<file path="src/rtl/sram_bridge.sv">
`default_nettype none
// ============================================================================
// Module   : sram_bridge
// Function : CPU-bus to asynchronous SRAM bridge with registered strobes.
//            Each access runs SETUP, a WAIT_CYCLES-long ACCESS and, for
//            writes, a one-cycle data HOLD before the ACK pulse.
// Revision : 1.0 - initial release
// ============================================================================
module sram_bridge #(
    parameter int WAIT_CYCLES = 2,
    parameter int BANK_BITS   = 2
) (
    input  logic                    i_clk,
    input  logic                    i_reset,
    input  logic [15:0]             i_addr,
    input  logic [7:0]              i_dat,
    output logic [7:0]              o_dat,
    input  logic                    i_we,
    input  logic                    i_cs,
    output logic                    o_ack,
    input  logic [BANK_BITS-1:0]    i_bank,
    output logic [16+BANK_BITS-1:0] o_sram_addr,
    output logic [7:0]              o_sram_dat,
    output logic                    o_sram_dat_oe,
    input  logic [7:0]              i_sram_dat,
    output logic                    o_sram_cs_n,
    output logic                    o_sram_oe_n,
    output logic                    o_sram_we_n
);

    localparam logic [3:0] WAIT_LOAD = 4'(WAIT_CYCLES - 1);

    typedef enum logic [2:0] {
        IDLE   = 3'd0,
        SETUP  = 3'd1,
        ACCESS = 3'd2,
        HOLD   = 3'd3,
        ACK    = 3'd4
    } state_t;

    state_t     state;
    state_t     state_nxt;
    logic [3:0] wait_cnt;
    logic       we_lat;
    logic       we_eff;
    logic       access_done;
    logic       cs_n_nxt;
    logic       oe_n_nxt;
    logic       we_n_nxt;
    logic       dat_oe_nxt;
    logic       ack_nxt;

    assign access_done = (wait_cnt == 4'd0);
    // Direction of the access the strobes are being set up for; in IDLE the
    // request is latched on this same edge, so look at the live input.
    assign we_eff = (state == IDLE) ? i_we : we_lat;

    always_comb begin
        state_nxt = state;
        case (state)
            IDLE:    if (i_cs) state_nxt = SETUP;
            SETUP:   state_nxt = ACCESS;
            ACCESS:  if (access_done) state_nxt = we_lat ? HOLD : ACK;
            HOLD:    state_nxt = ACK;
            ACK:     state_nxt = IDLE;
            default: state_nxt = IDLE;
        endcase
    end

    // Strobes are registered from the next state so they change cleanly on
    // the edge that enters each phase.
    always_comb begin
        cs_n_nxt   = 1'b1;
        oe_n_nxt   = 1'b1;
        we_n_nxt   = 1'b1;
        dat_oe_nxt = 1'b0;
        ack_nxt    = 1'b0;
        case (state_nxt)
            SETUP: begin
                cs_n_nxt   = 1'b0;
                oe_n_nxt   = we_eff;
                dat_oe_nxt = we_eff;
            end
            ACCESS: begin
                cs_n_nxt   = 1'b0;
                oe_n_nxt   = we_eff;
                we_n_nxt   = ~we_eff;
                dat_oe_nxt = we_eff;
            end
            HOLD: begin
                cs_n_nxt   = 1'b0;
                dat_oe_nxt = 1'b1;
            end
            ACK:     ack_nxt = 1'b1;
            default: ack_nxt = 1'b0;
        endcase
    end

    always_ff @(posedge i_clk or posedge i_reset) begin
        if (i_reset) begin
            state         <= IDLE;
            wait_cnt      <= 4'd0;
            we_lat        <= 1'b0;
            o_dat         <= 8'h00;
            o_ack         <= 1'b0;
            o_sram_addr   <= '0;
            o_sram_dat    <= 8'h00;
            o_sram_dat_oe <= 1'b0;
            o_sram_cs_n   <= 1'b1;
            o_sram_oe_n   <= 1'b1;
            o_sram_we_n   <= 1'b1;
        end else begin
            state         <= state_nxt;
            o_ack         <= ack_nxt;
            o_sram_dat_oe <= dat_oe_nxt;
            o_sram_cs_n   <= cs_n_nxt;
            o_sram_oe_n   <= oe_n_nxt;
            o_sram_we_n   <= we_n_nxt;

            if (state == IDLE && i_cs) begin
                o_sram_addr <= {i_bank, i_addr};
                o_sram_dat  <= i_dat;
                we_lat      <= i_we;
            end

            if (state == SETUP) begin
                wait_cnt <= WAIT_LOAD;
            end else if (state == ACCESS && !access_done) begin
                wait_cnt <= wait_cnt - 4'd1;
            end

            if (state == ACCESS && access_done && !we_lat) begin
                o_dat <= i_sram_dat;
            end
        end
    end

endmodule
`default_nettype wire

</file>
<file path="config.mk">
export PLATFORM = sky130hd
export DESIGN_NAME = sram_bridge
export DESIGN_NICKNAME = d
export VERILOG_FILES = /design/src/rtl/sram_bridge.sv
export SDC_FILE = /design/constraint.sdc
export NUM_CORES = 1
export LEC_CHECK = 0
export ABC_CLOCK_PERIOD_IN_PS = 3650
export CORE_ASPECT_RATIO = 1.75
export CORE_UTILIZATION = 46
export DETAILED_ROUTE_END_ITERATION = 10
export PLACE_DENSITY = 0.9
export SLEW_MARGIN = 20
export SYNTH_ARGS = -nofsm -noshare
export SYNTH_HDL_FRONTEND = slang
export SYNTH_SLANG_ARGS = --single-unit
</file>
<file path="constraint.sdc">
create_clock -name i_clk -period 3.65 [get_ports i_clk]
set_clock_uncertainty 0.1 [all_clocks]
set_input_delay 0.365 -clock i_clk [delete_from_list [all_inputs] [get_ports i_clk]]
set_output_delay 0.365 -clock i_clk [all_outputs]
set_load 0.02 [all_outputs]
</file>
# After elaboration in Yosys (flattened, before gate mapping)

Cells that the tools add are included.
Widths: inputs -> output; s select.

Output and inout port bits: 39
Flip-flop bits (word level): 47
Logic and storage cells: 43
Input port bits: 38

Multiplexer cells: 12
Bitwise operators: 1
Add/subtract/negate cells: 1
Equal/unequal tests: 7
Reduce and logical (&&, ||, !) cells: 11

Operators with widths:

| cell                | number |
|---|---|
| $eq 3x2->1 const B  | 4 |
| $pmux 3 s4          | 1 |
| $mux 3              | 3 |
| $mux 4              | 2 |
| $eq 3x1->1 const B  | 2 |
| $mux 1              | 5 |
| $logic_and 1x1->1   | 4 |
| $logic_not 4->1     | 1 |
| $sub 4x1->4 const B | 1 |
| $eq 3x3->1 const B  | 1 |
| $logic_not 3->1     | 1 |
| $reduce_or 3->1     | 1 |
| $logic_not 1->1     | 2 |
| $pmux 1 s2          | 1 |
| $reduce_bool 2->1   | 1 |
| $reduce_or 2->1     | 1 |
| $not 1->1           | 1 |

# Logic depth before layout (Yosys ltp)

Gate-level depths: netlist (run 1).

Depth after elaboration: 6
Depth in mapped cells: 6

# Least setup slack after synthesis (run 1)

No wires, ideal clock.

Path type: register -> register
Start point: register wait_cnt[0]
End point: register o_sram_dat_oe
Library setup time: 77 ps
Arrival time: 1,650 ps
Stages on the path, launching flop included: 7
Required time: 3,473 ps
Buffers on the path: 1
Setup slack: 1,824 ps
Path through: dfrtp_1 inv_1 ha_1 or3b_1 buf_6 or4b_4 o21ai_1

Longest elaborated chain between the ends: 6

RTL lines:

| what                                     | RTL line | source |
|---|---|---|
| start: declaration                       | 43       | `logic [3:0] wait_cnt;` |
| start signal: assignment                 | 129      | `wait_cnt <= wait_cnt - 4'd1;` |
| $logic_not 4->1 *                        | 53       | `assign access_done = (wait_cnt == 4'd0);` |
| $mux 3 *                                 | 63       | `ACCESS: if (access_done) state_nxt = we_lat ? HOLD : ACK;` |
| $pmux 3 s4 *                             | 60       | `case (state)` |
| $eq 3x2->1 or $eq 3x1->1 (tied branches) | 78       | `case (state_nxt)` |
| $reduce_or 2->1 (no source line)         | n/a      |  |
| $pmux 1 s2 *                             | 78       |  |
| named net dat_oe_nxt                     | 50       | `logic dat_oe_nxt;` |
| end signal: assignment                   | 115      | `o_sram_dat_oe <= dat_oe_nxt;` |
| end: declaration                         | 24       | `output logic o_sram_dat_oe,` |

Mark *: on every way through the listed nets, which the timed path passes. The rest lies on a longest branch.
A chain may end at the register's enable or synchronous reset.

# Worst setup path in the final report (run 1)

Start point: register state[0]
End point: register o_sram_addr[6]

Longest elaborated chain between the ends: 2

RTL lines:

| what                     | RTL line | source |
|---|---|---|
| start: declaration       | 41       | `state_t state;` |
| start signal: assignment | 113      | `state <= state_nxt;` |
| $logic_not 3->1          | 120      | `if (state == IDLE && i_cs) begin` |
| $logic_and 1x1->1        | 120      |  |
| end signal: assignment   | 121      | `o_sram_addr <= {i_bank, i_addr};` |
| end: declaration         | 22       | `output logic [16+BANK_BITS-1:0] o_sram_addr,` |

No other way between the ends.

==> results of run 1 <==
## cells in the mapped netlist (all sizes together)
library cell | instances | area share
and3 | 1 | 0.0039
and2 | 1 | 0.0039
o21ai | 3 | 0.0079
mux2i | 3 | 0.016
nor3b | 2 | 0.011
nor2 | 4 | 0.0079
a211oi | 2 | 0.0079
a21oi | 2 | 0.0053
nand3 | 2 | 0.0053
o31ai | 1 | 0.0039
nor3 | 3 | 0.0079
nand2b | 3 | 0.0099
ha | 2 | 0.013
or4b | 1 | 0.0072
nor4b | 2 | 0.016
mux2 | 35 | 0.21
buf | 5 | 0.018
dfrtp | 44 | 0.58
or3b | 2 | 0.0092
dfstp | 3 | 0.041
o21bai | 1 | 0.0039
inv | 3 | 0.0059
nand2 | 4 | 0.0092
## logic make-up (layout without fill, tap and decap cells)
logic type                 after synthesis  in the layout  synth area share
adders and majority gates                2              2            0.0132
and+or+nand+nor                         25             25            0.0908
muxes                                   38             38             0.223
DFF                                     47             47             0.620
AOI/OAI and AO/OA                        9              9            0.0289
buffers and inverters                    8             88            0.0237
## stage by stage
stage                     hold slack, ps  setup slack (ps)  std cells
final                                401              1490        257
after detailed placement             392              1200        249
after CTS                            412              1470        257
after global routing                 428              1360        257
after floorplan                      381              1820        129
after global placement               373              1250        249
## flip-flops by register name, summed over array words and instances (netlist names)
register	count
o_sram_addr	18
o_sram_oe_n	1
o_sram_cs_n	1
o_dat	8
we_lat	1
o_ack	1
o_sram_dat	8
o_sram_we_n	1
state	3
o_sram_dat_oe	1
wait_cnt	4
## final cells by class
class	count	area, um2	share of cell area
Sequential cell	47	1180	0.418
Timing Repair Buffer	77	768	0.272
Clock buffer	6	82.6	0.0293
Multi-Input combinational cell	74	686	0.243
Clock inverter	2	35.0	0.0124
Tap cell	48	60.1	0.0213
Inverter	3	11.3	0.00399
## metal layers
metal | vias up | part of all wire | global-route usage
li1 | 609 | - | -
met1 | 653 | 0.35 | 0.194
met2 | 66 | 0.55 | 0.376
met3 | 10 | 0.081 | 0.0646
met4 | 0 | 0.023 | 0.0985
met5 | - | 0 | 0
## worst register-to-register path, stage by stage, from the launching register on
cell     delay, ps
dfrtp_1        510
nor4b_4        690
buf_4          380
mux2_2         380
## final timing paths
check / from / end / slack, ps / depth (start not counted)
worst max-delay path: state[0]$_DFF_PP0_ / o_sram_addr[6]$_DFFE_PP0P_ / 1490 / 3
worst min-delay path: o_dat[2]$_DFFE_PP0P_ / o_dat[2]$_DFFE_PP0P_ / 400 / 1
worst max register to register: state[0]$_DFF_PP0_ / o_sram_addr[6]$_DFFE_PP0P_ / 1490 / 3
worst min register to register: o_dat[2]$_DFFE_PP0P_ / o_dat[2]$_DFFE_PP0P_ / 400 / 1
max in group asynchronous: i_reset / o_sram_addr[17]$_DFFE_PP0P_ / 2390 / 2
min in group asynchronous: i_reset / o_sram_addr[12]$_DFFE_PP0P_ / 490 / 2
## power groups by stage
stage	Combinational, mW	Clock, mW	Sequential, mW
detailed placement	1.30	0	0.958
finish	1.29	0.388	0.953
floorplan	0.489	0	1.19
global placement	1.26	0	0.940
global route	1.38	0.413	0.986
CTS	1.31	0.398	0.953
==> metrics.txt, run 1 <==
post-detail-place hpwl=between 3 and 4 mm; Clk pwr share=0.147; commonest cells after routing, fill and taps aside=76 x clkdlybuf4s50_1, 44 x dfrtp_1, 34 x mux2_2; Max Cap Viol=0; Max-slew headroom=0.376; total design power=roughly 2.6 mW; Synthesized Nets=about 170; Int Pwr=approximately 1.7 mW; clk slew on worst S/H paths=roughly 80 ps; Nets=248; Worst path top cell family by delay=simple AND/OR/NAND/NOR gates; Die X=50.6 um; HP Class=register to register; clk buf depth=2; ant diodes=0; Worst-Margin Slew=935 ps; critical path class=register to register; Initial Utilization=0.487; depth of the CTS H-tree=2; post_cts resized=0; Peak VDD IR=roughly 700 uV; All-Layer GR Usage=0.202; slowest stage delay, CP=680 ps; Synth Cell Area=roughly 1900 um2; # IOs=77; Crit-path slowest cell=nor4b_4; critical-path maximum fanout=19; unrepaired setup endpoints after global routing=no; f_max=about 460 MHz; Avg WL per Cell=~16 um; utilization after layout=0.723; DRT iter0 DRCs=14; Die H=a little under 90 um; Synth cell types=30; drc violations=0; clock tree sinks=47; vias in the first global route=about 1.5k; status=complete, no violations; total of fill cells in the finished design=270; Final Setup Violations=0; Comb power frac=0.491; post-route cell area=roughly 2800 um2; Tcrit/Tclk final=0.593; Setup crit start kind=register; Switching Share=0.354; Area Overhead vs Synth=48.4%; CP cell instances=nor4b_4 > buf_4 > mux2_2; GRT overflow=0; port bufs=76; vias post-DR=1,338; Routed Antenna Nets=0; NetSw=slightly above 0.9 mW; Via density=roughly 5.2; Rows=30; synth warn=0; Critical Path AT=2250 ps; CTS tree=built; static leakage=between 1 and 1.5 nW; crit path buf inv count=1; fin. max-slew vios=0; Routed WL=4.07 mm; Post-Synthesis Cells=approximately 130; most common cell after layout, fill and taps aside=clkdlybuf4s50_1; CP required=~3700 ps; placed cell area=approximately 2700 um2; Mean Syn Cell Area=roughly 15 um2; Root Buffer=clkbuf_8; Die Area=4410 um2; largest net degree at the start of global routing=48; # Post-CTS Setup Buffers=0; Final Hold Viols=0; setup TNS=0 ps; core area=~3900 um2; sequential fraction of the synthesis area=0.620; crit end category=register; gpl congestion=0.720; part of the power in registers=0.362; initial antenna violation count=0; Power Density=between 900 and 1000 nW/um2; first-pass GRT wire length=roughly 6.5 mm; clk_lat worst skew=roughly 300 ps; CTS buffer count=5; #FFs+latches synth=47; Final min period=roughly 2200 ps; # hold bufs at CTS=0; share of cells above drive strength 1=0.263; Pre-Repair DR Iteration Count=3
No activity file was read; power rests on OpenSTA's default activity.
==> inputs of run 2 (changes only) <==
ABC_CLOCK_PERIOD_IN_PS = 1800   (was 3650)
CORE_UTILIZATION = 38   (was 46)
PLACE_DENSITY = 0.8   (was 0.9)
clock period = 1.8 ns   (was 3.65 ns; I/O delays follow)
==> run 2 against run 1 <==
Effect of this change:
- sequential share of layout area fell by 1.8 points
- non-clock buffer count rose by 10
- sequential power rose by 99%
- register-to-register slack got worse by 1400 ps
- combinational power rose by 120%
- fmax rose by 23%
- critical path depth rose by 2
- clock power rose by 100%
- power rose by 110%
==> metrics.txt, run 2 (same netlist as run 1, synthesis figures left out) <==
status=complete, no violations; RR Startpoint=wait_cnt[0]$_DFFE_PP0P_; CTS tree=built; Root Buffer=clkbuf_8; # IOs=77; fin cells=271; CTS buffer count=5; depth of the CTS H-tree=2; sequential cell area=approximately 1200 um2; clk buf depth=2; CP Launch Point=wait_cnt[0]$_DFFE_PP0P_; Max Cap Viol=0; max FFs per register=18; Critical Path AT=between 1500 and 2000 ps; Initial Utilization=0.401; fin. max-slew vios=0; utilization after layout=0.621; setup slack, reg-to-reg=40 ps; Die X=55.5 um; total design power=5.55 mW; clk_lat worst skew=roughly 290 ps; Area Overhead vs Synth=55.0%; f_max=about 570 MHz; Peak VDD IR=~1000 uV; FF-to-FF End=o_sram_dat_oe$_DFF_PP0_; Rows=33; Pre-Repair DR Iteration Count=3; gpl congestion=~0.73; Final Hold Viols=0; clock tree sinks=47; DRT iter0 DRCs=8; Final Setup Violations=0; port bufs=76; Power Density=between 1500 and 2000 nW/um2; total of fill cells in the finished design=approximately 370; vias in the first global route=around 1.4k; Via density=4.90; static leakage=1.25 nW; Final min period=about 1800 ps; area taken by multi-input logic gates=706 um2; placed cells=260; vias post-DR=roughly 1.3k; Nets=roughly 260; post-route setup slack=43.8 ps; drc violations=0; Tcrit/Tclk final=0.976; largest registers=o_sram_addr x18, o_dat x8, o_sram_dat x8; Avg WL per Cell=about 15 um; Setup crit start kind=register; critical path class=register to register; share of cells above drive strength 1=0.320; Worst Reg-to-Reg Cells=5; clk slew on worst S/H paths=90 ps; ant diodes=0; HP Class=primary input to asynchronous set/reset pin; GRT overflow=0; initial antenna violation count=0; Die Area=between 5000 and 6000 um2; placed cell area=approximately 2800 um2; first-pass GRT wire length=6.33 mm; core area=between 4000 and 5000 um2; most common cell after layout, fill and taps aside=clkdlybuf4s50_1; # hold bufs at CTS=0; Routed WL=approximately 4.2 mm; Die H=around 96 um; critical-path maximum fanout=4; Routed Antenna Nets=0; largest net degree at the start of global routing=20; crit end category=register; CP required=between 1500 and 2000 ps; commonest cells after routing, fill and taps aside=76 x clkdlybuf4s50_1, 44 x dfrtp_1, 34 x mux2_2; Worst-Margin Slew=434 ps; All-Layer GR Usage=0.157; Post-Place Setup Slack=between 20 and 25 ps; post-route cell area=between 2000 and 3000 um2; Most flops, register=o_sram_addr; post-detail-place hpwl=3.11 mm; Max-slew headroom=0.710
==> run 2: changes by cell type in the layout (fill, tap and decap cells not counted) <==
cell / before / now
a211oi_1: 2 / 1
a211oi_2: 0 / 1
buf_12: 0 / 2
buf_4: 1 / 9
ha_1: 2 / 1
ha_4: 0 / 1
inv_1: 2 / 0
inv_2: 1 / 3
or3b_1: 1 / 0
or3b_4: 0 / 1
==> run 2: per-stage QoR <==
step	setup TNS [ps]	hold slack (ps)
5_1_grt	-45.4	117
4_1_cts	0	70.0
2_1_floorplan	-8.90	212
3_3_place_gp	0	377
3_5_place_dp	0	390
6_report	0	69.9
==> run 2: cell type report <==
type	count	share of cell area
multi-input combinational	74	0.239
inverter	3	0.00382
clock inverter	2	0.0119
tap	52	0.0221
timing repair buffer	87	0.295
clock buffer	6	0.0280
sequential	47	0.400
==> run 2: routing by layer <==
metal	vias to the layer above	share of wire	GRT usage
met5	-	0	0
met1	661	0.36	0.167
met3	6	0.029	0.0380
li1	630	-	-
met2	31	0.59	0.293
met4	0	0.017	0.0625
==> run 2: worst max path at each step <==
stage	to	slack (ps)	cells after the start
detailed placement	o_sram_addr[16]$_DFFE_PP0P_	20	4
CTS	wait_cnt[1]$_DFFE_PP0P_	3	6
global placement	o_sram_dat[3]$_DFFE_PP0P_	60	4
floorplan	o_sram_dat_oe$_DFF_PP0_	-9	6
global route	o_dat[2]$_DFFE_PP0P_	-30	5
finish	o_sram_dat_oe$_DFF_PP0_	40	5
==> run 2: power breakdown <==
group | internal (mW) | total (mW) | switching, mW
clock network | 0.450 | 0.795 | 0.345
logic | 1.57 | 2.85 | 1.28
registers | 1.59 | 1.90 | 0.315
total | 3.60 | 5.55 | 1.94
==> run 2: what timing repair did <==
action,in CTS,in global routing
gates resized for setup,0,5
setup buffers,0,3
endpoints found under the setup margin,0,9
==> run 2: worst max-delay path: stages (launching register included) <==
cell,delay [ps]
dfrtp_1,430
inv_2,100
ha_4,120
or3b_4,370
or4b_4,490
o21ai_1,80
